===== src/rtl/rgb888_to_fp_feeder_pkg.sv =====
// Shared definitions for the float HSV path: fp32 field geometry, feeder FSM
// encoding and common fp32 constants.
package rgb888_to_fp_feeder_pkg;

  localparam int unsigned FP32_BIAS   = 127;
  localparam int unsigned FP32_MANT_W = 23;
  localparam int unsigned FP32_EXP_W  = 8;
  localparam int unsigned FP32_W      = 32;

  localparam int unsigned STATE_W = 2;

  localparam logic [STATE_W-1:0] IDLE   = 2'd0;
  localparam logic [STATE_W-1:0] CONV_R = 2'd1;
  localparam logic [STATE_W-1:0] CONV_G = 2'd2;
  localparam logic [STATE_W-1:0] CONV_B = 2'd3;

  // Constants used by the downstream HSV stages.
  localparam logic [FP32_W-1:0] FP32_60  = 32'h4270_0000;
  localparam logic [FP32_W-1:0] FP32_120 = 32'h42F0_0000;
  localparam logic [FP32_W-1:0] FP32_240 = 32'h4370_0000;
  localparam logic [FP32_W-1:0] FP32_360 = 32'h43B4_0000;
  localparam logic [FP32_W-1:0] FP32_255 = 32'h437F_0000;

endpackage


===== src/rtl/rgb888_to_fp_feeder_uint_to_fp32.sv =====
// Exact unsigned-integer to fp32 conversion for inputs of at most 24 bits;
// a priority encoder finds the leading one, so no rounding is ever needed.
module rgb888_to_fp_feeder_uint_to_fp32
  import rgb888_to_fp_feeder_pkg::*;
#(
  parameter int unsigned CH_WIDTH = 8
) (
  input  logic [CH_WIDTH-1:0] in,
  output logic [31:0]         out
);

  logic [4:0]             msb;
  logic [4:0]             shamt;
  logic [23:0]            ext;
  logic [FP32_MANT_W-1:0] mant;
  logic [FP32_EXP_W-1:0]  expo;

  // Leading-one position; the highest set bit wins.
  always_comb begin
    msb = 5'd0;
    for (int i = 0; i < CH_WIDTH; i++) begin
      if (in[i]) begin
        msb = 5'(i);
      end
    end
  end

  // Left-align the leading one at bit 23 and drop it as the implicit bit.
  always_comb begin
    ext   = 24'(in);
    shamt = 5'(FP32_MANT_W) - msb;
    mant  = 23'(ext << shamt);
    expo  = 8'(FP32_BIAS) + 8'(msb);
    if (in == '0) begin
      out = 32'h0000_0000;
    end else begin
      out = {1'b0, expo, mant};
    end
  end

endmodule


===== src/rtl/rgb888_to_fp_feeder.sv =====
// Converts packed unsigned RGB pixels to three fp32 values, sharing one
// converter across the channels over three clocks per pixel.
module rgb888_to_fp_feeder
  import rgb888_to_fp_feeder_pkg::*;
#(
  parameter int unsigned CH_WIDTH = 8
) (
  input  logic                    clk,
  input  logic                    rst,
  input  logic [3*CH_WIDTH-1:0]   pixel_in,
  input  logic                    data_val_in,
  output logic                    in_ready,
  output logic [31:0]             r,
  output logic [31:0]             g,
  output logic [31:0]             b,
  output logic                    data_val_out
);

  localparam int unsigned PIX_W = 3 * CH_WIDTH;

  logic [STATE_W-1:0]  state;
  logic [STATE_W-1:0]  state_next;
  logic                accept;
  logic [PIX_W-1:0]    pix_q;
  logic [CH_WIDTH-1:0] ch_sel;
  logic [31:0]         ch_fp;
  logic [31:0]         staging_r;
  logic [31:0]         staging_g;

  // A new pixel may land on the CONV_B edge, giving 3-clock throughput.
  assign in_ready = (state == IDLE) || (state == CONV_B);
  assign accept   = data_val_in && in_ready;

  always_ff @(posedge clk) begin
    if (rst) begin
      state <= IDLE;
    end else begin
      state <= state_next;
    end
  end

  always_comb begin
    state_next = state;
    case (state)
      IDLE:    if (accept) state_next = CONV_R;
      CONV_R:  state_next = CONV_G;
      CONV_G:  state_next = CONV_B;
      CONV_B:  state_next = accept ? CONV_R : IDLE;
      default: state_next = IDLE;
    endcase
  end

  // Channel mux into the single shared converter.
  always_comb begin
    ch_sel = pix_q[CH_WIDTH-1:0];
    case (state)
      CONV_R:  ch_sel = pix_q[PIX_W-1 -: CH_WIDTH];
      CONV_G:  ch_sel = pix_q[2*CH_WIDTH-1 -: CH_WIDTH];
      default: ch_sel = pix_q[CH_WIDTH-1:0];
    endcase
  end

  rgb888_to_fp_feeder_uint_to_fp32 #(
    .CH_WIDTH (CH_WIDTH)
  ) u_uint_to_fp32 (
    .in  (ch_sel),
    .out (ch_fp)
  );

  // R and G are staged so all three outputs update together on CONV_B.
  always_ff @(posedge clk) begin
    if (rst) begin
      pix_q        <= '0;
      staging_r    <= 32'h0;
      staging_g    <= 32'h0;
      r            <= 32'h0;
      g            <= 32'h0;
      b            <= 32'h0;
      data_val_out <= 1'b0;
    end else begin
      data_val_out <= 1'b0;
      if (accept) begin
        pix_q <= pixel_in;
      end
      case (state)
        CONV_R: staging_r <= ch_fp;
        CONV_G: staging_g <= ch_fp;
        CONV_B: begin
          r            <= staging_r;
          g            <= staging_g;
          b            <= ch_fp;
          data_val_out <= 1'b1;
        end
        default: ;
      endcase
    end
  end

endmodule


===== config.mk =====
export PLATFORM = sky130hd
export DESIGN_NAME = rgb888_to_fp_feeder
export DESIGN_NICKNAME = d
export VERILOG_FILES = /design/src/rtl/rgb888_to_fp_feeder_pkg.sv /design/src/rtl/rgb888_to_fp_feeder_uint_to_fp32.sv /design/src/rtl/rgb888_to_fp_feeder.sv
export SDC_FILE = /design/constraint.sdc
export NUM_CORES = 1
export LEC_CHECK = 0
export CAP_MARGIN = 10
export CORE_MARGIN = 5
export CORE_UTILIZATION = 38
export DETAILED_ROUTE_END_ITERATION = 7
export PLACE_DENSITY = 0.69
export SLEW_MARGIN = 20
export SYNTH_ARGS = -nofsm -noshare
export SYNTH_HDL_FRONTEND = slang
export SYNTH_SLANG_ARGS = --single-unit

===== constraint.sdc =====
create_clock -name clk -period 2.5 [get_ports clk]
set_clock_uncertainty 0.1 [all_clocks]
set_input_delay 0.625 -clock clk [delete_from_list [all_inputs] [get_ports clk]]
set_output_delay 0.625 -clock clk [all_outputs]
set_load 0.02 [all_outputs]

==> impl_metrics.env, run 1 <==
export IMPL_status="complete, no violations"
export IMPL_synthTopCellsByArea="dfxtp_1 42%, buf_4 10%, mux2i_1 8.3%, nand2_1 5.6%, nor2_1 5.6%"
export IMPL_worstPathRequired_ps=2650
export IMPL_power_mw=8.00
export IMPL_regArea_sq_um=1850
export IMPL_synthArstFlopShare_pct=0
export IMPL_die_area_sq_um=13700
export IMPL_first_pass_iters=4
export IMPL_synth_seq_cells=92
export IMPL_gp_congestion=0.838
export IMPL_end_kind="register"
export IMPL_ys_flop_type="dfxtp_1"
export IMPL_hold_depth=2
export IMPL_leakage_nw=2.10
export IMPL_grt_max_degree=55
export IMPL_rows=39
export IMPL_netlist_area_sq_um=4340
export IMPL_cp_data_arrival_time_ps=2590
export IMPL_maxSlewViolCount=0
export IMPL_r2r_end="b[28]"
export IMPL_worstSetupStartpointType="register"
export IMPL_tritoncts="done"
export IMPL_wl_per_cell_microns=13.4
export IMPL_peakVddDrop_v=0.000679
export IMPL_clkSinkCount=92
export IMPL_drc=0
export IMPL_fin_hold_ws_ps=365
export IMPL_cts_clk_slew_worst_paths_ps=60
export IMPL_synth_top_cell_area_share_pct=42.5
export IMPL_synth_edff_count=0
export IMPL_coreArea_sq_um=11300
export IMPL_min_period_ps=2430
export IMPL_critPathKind="register to register"
export IMPL_fin_crit_sh_pct=97.3
export IMPL_place_hpwl_microns=7240
export IMPL_drive_gt1_share_pct=15.7
export IMPL_numCtsBuffers=9
export IMPL_crit_fanout=8
export IMPL_rr_worst_depth=10
export IMPL_crit_reg2reg_launch="state[1]"
export IMPL_htree_levels=3
export IMPL_via_count=3562
export IMPL_regToRegSetupSlack_ps=70
export IMPL_dieWidth_microns=117
export IMPL_hold_end="pix_q[10]"
export IMPL_clockPowerShare_pct=16.5
export IMPL_p_sw_mw=3.39
export IMPL_slew_headroom_pct=51.6
export IMPL_die_h_microns=117
export IMPL_cts_buffer_depth=2
export IMPL_dp_cells=713
export IMPL_p_seq_share_pct=23.3
export IMPL_area_delta_synth_final_pct=30.6
export IMPL_combPwrFrac_pct=60.1
export IMPL_yosysWarningCount=0
export IMPL_grt_pass1_vias=3288
export IMPL_layout_nets=625
export IMPL_grt_pass1_wl_microns=15800
export IMPL_root_buffer="clkbuf_16"
export IMPL_worstMarginPinSlew_ps=725
export IMPL_io_buffers=73
export IMPL_synthCells=503
export IMPL_clk_latency_ps=330
export IMPL_overflow=0
export IMPL_track_usage_pct=14.5
export IMPL_ant_nets=0
export IMPL_syn_area_per_cell_sq_um=8.62
export IMPL_viasPerCell=4.81
export IMPL_worst_hold_path_type="register to register"
export IMPL_wl_microns=9930
export IMPL_diodes=0
export IMPL_max_freq_mhz=411
export IMPL_hold_viol=0
export IMPL_hp_start="pix_q[10]"
export IMPL_yosys_area_top_type="dfxtp_1"
export IMPL_max_cap_violations=0
export IMPL_final_cells=740
export IMPL_yosysSeqAreaShare_pct=42.5
export IMPL_start_util_pct=38.3
export IMPL_multi_input_area_sq_um=2240
export IMPL_powerDensity_nw_per_um2=1410
export IMPL_netlist_cell_type_count=38
export IMPL_p_int_mw=4.61
export IMPL_p_sw_share_pct=42.4
export IMPL_antenna_found_initial=0
export IMPL_drt_iter0_drc=274
export IMPL_fillers=1067
export IMPL_setup_viol=0
export IMPL_grt_setup_unrepaired="true"
export IMPL_ioPinCount=125
## cells in the final DEF, fill, tap and decap left out, drive strengths merged
cell	count
a211oi	14
nand3	5
o22ai	9
buf	42
inv	5
a31oi	5
a22o	2
clkbuf	12
a22oi	11
nor3b	6
a41oi	3
nand2b	13
bufinv	1
o21bai	3
o21ai	8
nand2	65
ha	6
a221oi	3
nor2b	3
clkinv	3
dfxtp	92
a21oi	50
clkdlybuf4s50	71
a211o	1
conb	51
nor2	66
clkdlybuf4s15	1
and2b	1
a21o	6
nor4	1
and2	1
mux2i	36
o31a	1
## sequential cells by signal (all words and copies together), names as in the netlist
name and cells:
staging_r 13, b 13, state 2, pix_q 24, r 13, data_val_out 1, staging_g 13, g 13
## power groups by stage
stage / combinational [mW] / clock, mW / sequential, mW
after global placement: 4.04 / 0 / 1.88
after CTS: 4.17 / 1.36 / 1.85
after global routing: 5.24 / 1.42 / 1.89
after detailed placement: 4.10 / 0 / 1.89
after floorplan: 2.75 / 0 / 1.87
final: 4.81 / 1.32 / 1.87
## critical path, cell delays in order, from the launching register on
cell and delay, ps:
dfxtp_4 380, inv_4 50, ha_4 310, buf_6 140, buf_6 110, a21oi_4 50
buf_6 140, nor4_4 390, nand2_1 140, a211o_1 380, o22ai_1 150
## through the flow
step	instance area [sq um]	utilization, %	setup TNS [ps]	setup WS [ps]
after floorplan	4560	-	0	0.426
final	5670	50.1	0	66.3
after detailed placement	5160	45.5	-257	-84.4
after global placement	5160	45.5	0	22.5
after CTS	5460	48.2	-8.37	-8.37
after global routing	5670	50.1	-461	-62.8
## cells in the mapped netlist (2+ instances only)
library cell,count
a31oi_1,3
clkbuf_1,23
a22oi_1,9
a21oi_2,7
a22o_1,2
buf_4,58
buf_2,2
ha_1,6
nand2_1,65
inv_1,5
nand2b_1,13
nor2b_1,3
a221oi_1,2
a31oi_2,2
a22oi_2,2
o22ai_1,9
nand3_1,5
nor2_1,65
a21o_1,6
a41oi_1,3
mux2i_1,36
dfxtp_1,92
o21bai_1,3
a21oi_1,43
a211oi_1,14
nor3b_1,6
buf_6,2
o21ai_0,7
## how the worst max path moves through the flow
stage,cells past startpoint,start,to
3_3_place_gp,12,state[0],b[25]
3_5_place_dp,11,state[0],staging_r[25]
4_1_cts,12,state[1],b[25]
2_1_floorplan,13,state[0],b[25]
5_1_grt,12,state[0],b[24]
6_report,10,state[1],b[28]
## final cells by class
type / instances / share of cell area (%)
flip-flops and latches: 92 / 32.6
clock buffers: 12 / 4.35
well taps: 143 / 3.16
multi-input cells: 370 / 39.6
clock inverters: 4 / 0.861
inverters: 5 / 0.375
repair buffers: 114 / 19.0
## what timing repair did
action | in CTS | in global routing
pin swaps | 0 | 10
hold buffers | 0 | 0
gates resized for setup | 4 | 28
setup buffers | 0 | 11
endpoints found under the setup margin | 14 | 29
## metal layers
metal  up-vias  GRT usage (%)  part of all wire [%]
met2       133           23.2                    47
met5         -              0                     0
met1      1631           19.3                    45
met4         0           3.75                   1.1
li1       1790              -                     -
met3         8           4.01                   7.4
## cell families (layout without fill, tap and decap cells)
logic type | Yosys count | after routing | synth area share (%)
buffers and inverters | 91 | 135 | 13.3
flip-flops | 92 | 92 | 42.5
adder cells (fa/ha/maj) | 6 | 6 | 1.73
other | 1 | 51 | 0.0864
AND/OR/NAND/NOR | 161 | 161 | 16.2
AO/OA/AOI/OAI | 116 | 116 | 18.0
multiplexers | 36 | 36 | 8.31
Note: power is estimated with default switching activity, not from simulation.
==> run 2, diff against run 1 <==
Settings changed: CTS_CLUSTER_DIAMETER from default to 60, SETUP_SLACK_MARGIN from default to 0.15.
==> impl_metrics.env, run 2 (synthesis gave the netlist of run 1 again) <==
export IMPL_start_util_pct=38.3
export IMPL_antenna_found_initial=0
export IMPL_io_buffers=73
export IMPL_worstSetupStartpointType="register"
export IMPL_critPathKind="register to register"
export IMPL_dp_cells=717
export IMPL_rows=39
export IMPL_powerDensity_nw_per_um2=1530
export IMPL_end_kind="register"
export IMPL_place_hpwl_microns=7400
export IMPL_pre_cts_ws_ps=-77.6
export IMPL_cp_data_arrival_time_ps=2570
export IMPL_drt_iter0_drc=178
export IMPL_diodes=0
export IMPL_max_freq_mhz=419
export IMPL_crit_buf_inv=3
export IMPL_grt_pass1_wl_microns=16500
export IMPL_ant_nets=0
export IMPL_root_buffer="clkbuf_16"
export IMPL_final_common_cell="dfxtp_1"
export IMPL_final_cell_mix="90 x dfxtp_1, 71 x clkdlybuf4s50_1, 61 x nand2_1, 58 x nor2_1, 51 x conb_1"
export IMPL_top_register="pix_q"
export IMPL_drc=0
export IMPL_grt_pass1_vias=3367
export IMPL_crit_path_frequent_cell="ha_4"
export IMPL_numCtsBuffers=9
export IMPL_hold_viol=0
export IMPL_maxSlewViolCount=0
export IMPL_final_cells=754
export IMPL_drive_gt1_share_pct=21.3
export IMPL_crit_path_cell_trace="inv_4 > ha_4 > buf_8 > buf_6 > a21o_1 > nand2_2 > a21oi_4 > ha_4 > ha_4 > a31oi_4 > mux2i_1 > nor2_1"
export IMPL_ioPinCount=125
export IMPL_grt_setup_unrepaired="true"
export IMPL_layout_nets=639
export IMPL_area_delta_synth_final_pct=37.0
export IMPL_cts_clk_slew_worst_paths_ps=60
export IMPL_die_h_microns=117
export IMPL_track_usage_pct=15.2
export IMPL_wl_microns=10600
export IMPL_largest_register_ff_count=24
export IMPL_crit_fanout=8
export IMPL_leakage_nw=2.18
export IMPL_power_mw=9.10
export IMPL_coreArea_sq_um=11300
export IMPL_status="complete, no violations"
export IMPL_tritoncts="done"
export IMPL_worst_hold_path_type="register to register"
export IMPL_wl_per_cell_microns=14.0
export IMPL_cpPeakStageDelay_ps=390
export IMPL_min_period_ps=2390
export IMPL_clkSinkCount=92
export IMPL_overflow=0
export IMPL_clk_latency_ps=340
export IMPL_gp_congestion=0.829
export IMPL_via_count=3634
export IMPL_crit_slowest_cell="dfxtp_4"
export IMPL_worstPathRequired_ps=2680
export IMPL_peakVddDrop_v=0.000839
export IMPL_final_area_sq_um=5940
export IMPL_htree_levels=3
export IMPL_grt_max_degree=33
export IMPL_first_pass_iters=4
export IMPL_max_cap_violations=0
export IMPL_cp_top_family="adder cells"
export IMPL_setup_viol=0
export IMPL_fin_crit_sh_pct=95.5
export IMPL_viasPerCell=4.82
export IMPL_postLayoutSetupSlackWorst_ps=113
export IMPL_dieWidth_microns=117
export IMPL_cts_buffer_depth=2
export IMPL_dpl_cell_area_sq_um=5180
export IMPL_die_area_sq_um=13700
## run 2: cell count changes in the layout (fill, tap and decap cells not counted), sizes merged
cell / previous run / this run
buf: 42 / 56
clkinv: 3 / 1
clkinvlp: 0 / 2
clkdlybuf4s15: 1 / 0
inv: 5 / 6
## run 2: cell type report
| type | instances | area (sq um) |
|---|---|---|
| fillers | 1064 | 5380 |
| multi-input cells | 370 | 2420 |
| flip-flops and latches | 92 | 1850 |
| repair buffers | 128 | 1170 |
| clock buffers | 11 | 243 |
| well taps | 143 | 179 |
| clock inverters | 5 | 58.8 |
| inverters | 5 | 23.8 |
## run 2: through the flow
| step | hold WS (ps) | utilization, % | TNS [ps] |
|---|---|---|---|
| 2_1_floorplan | 336 | - | 0 |
| 3_3_place_gp | 348 | 45.8 | -81.9 |
| 3_5_place_dp | 350 | 45.8 | -590 |
| 4_1_cts | 360 | 50.7 | 0 |
| 5_1_grt | 390 | 52.5 | 0 |
| 6_report | 358 | 52.5 | 0 |
## run 2: report_power, final
part	total, mW	internal, mW	switching (mW)	leakage, nW
Clock	1.37	0.804	0.569	0.142
Sequential	1.87	1.71	0.156	0.748
Combinational	5.86	2.63	3.22	1.29
Total	9.10	5.15	3.95	2.18
## run 2: path summary, 6_finish.rpt
kind | from | end | slack, ps | depth (start not counted)
worst max-delay path | state[1] | staging_g[25] | 110 | 12
worst min-delay path | pix_q[9] | pix_q[9] | 360 | 2
worst max register to register | state[1] | staging_g[25] | 110 | 12
worst min register to register | pix_q[9] | pix_q[9] | 360 | 2
## run 2: worst register-to-register path: cells and delay by family, from the launching register on
kind,cells,cell delay (ps)
adders and majority gates,3,670
AOI/OAI and AO/OA,3,520
DFF,1,390
buffers and inverters,3,340
and+or+nand+nor,2,190
muxes,1,100
## run 2: layer usage
layer | global-route usage [%] | share of wire, % | vias to the layer above | wire, microns
met1 | 20.2 | 45 | 1676 | 4790
met5 | 0 | 0 | - | 0
met2 | 24.3 | 47 | 122 | 4940
li1 | - | - | 1822 | -
met3 | 3.55 | 5.9 | 14 | 624
met4 | 5.12 | 1.8 | 0 | 189
## run 2: timing repair
| item | in CTS | in global routing |
|---|---|---|
| buffers inserted | 15 | 6 |
| hold buffers | 0 | 0 |
| endpoints found under the setup margin | 33 | 34 |
| resized for setup | 31 | 39 |
| gates cloned | 0 | 0 |
| pin swaps | 18 | 29 |
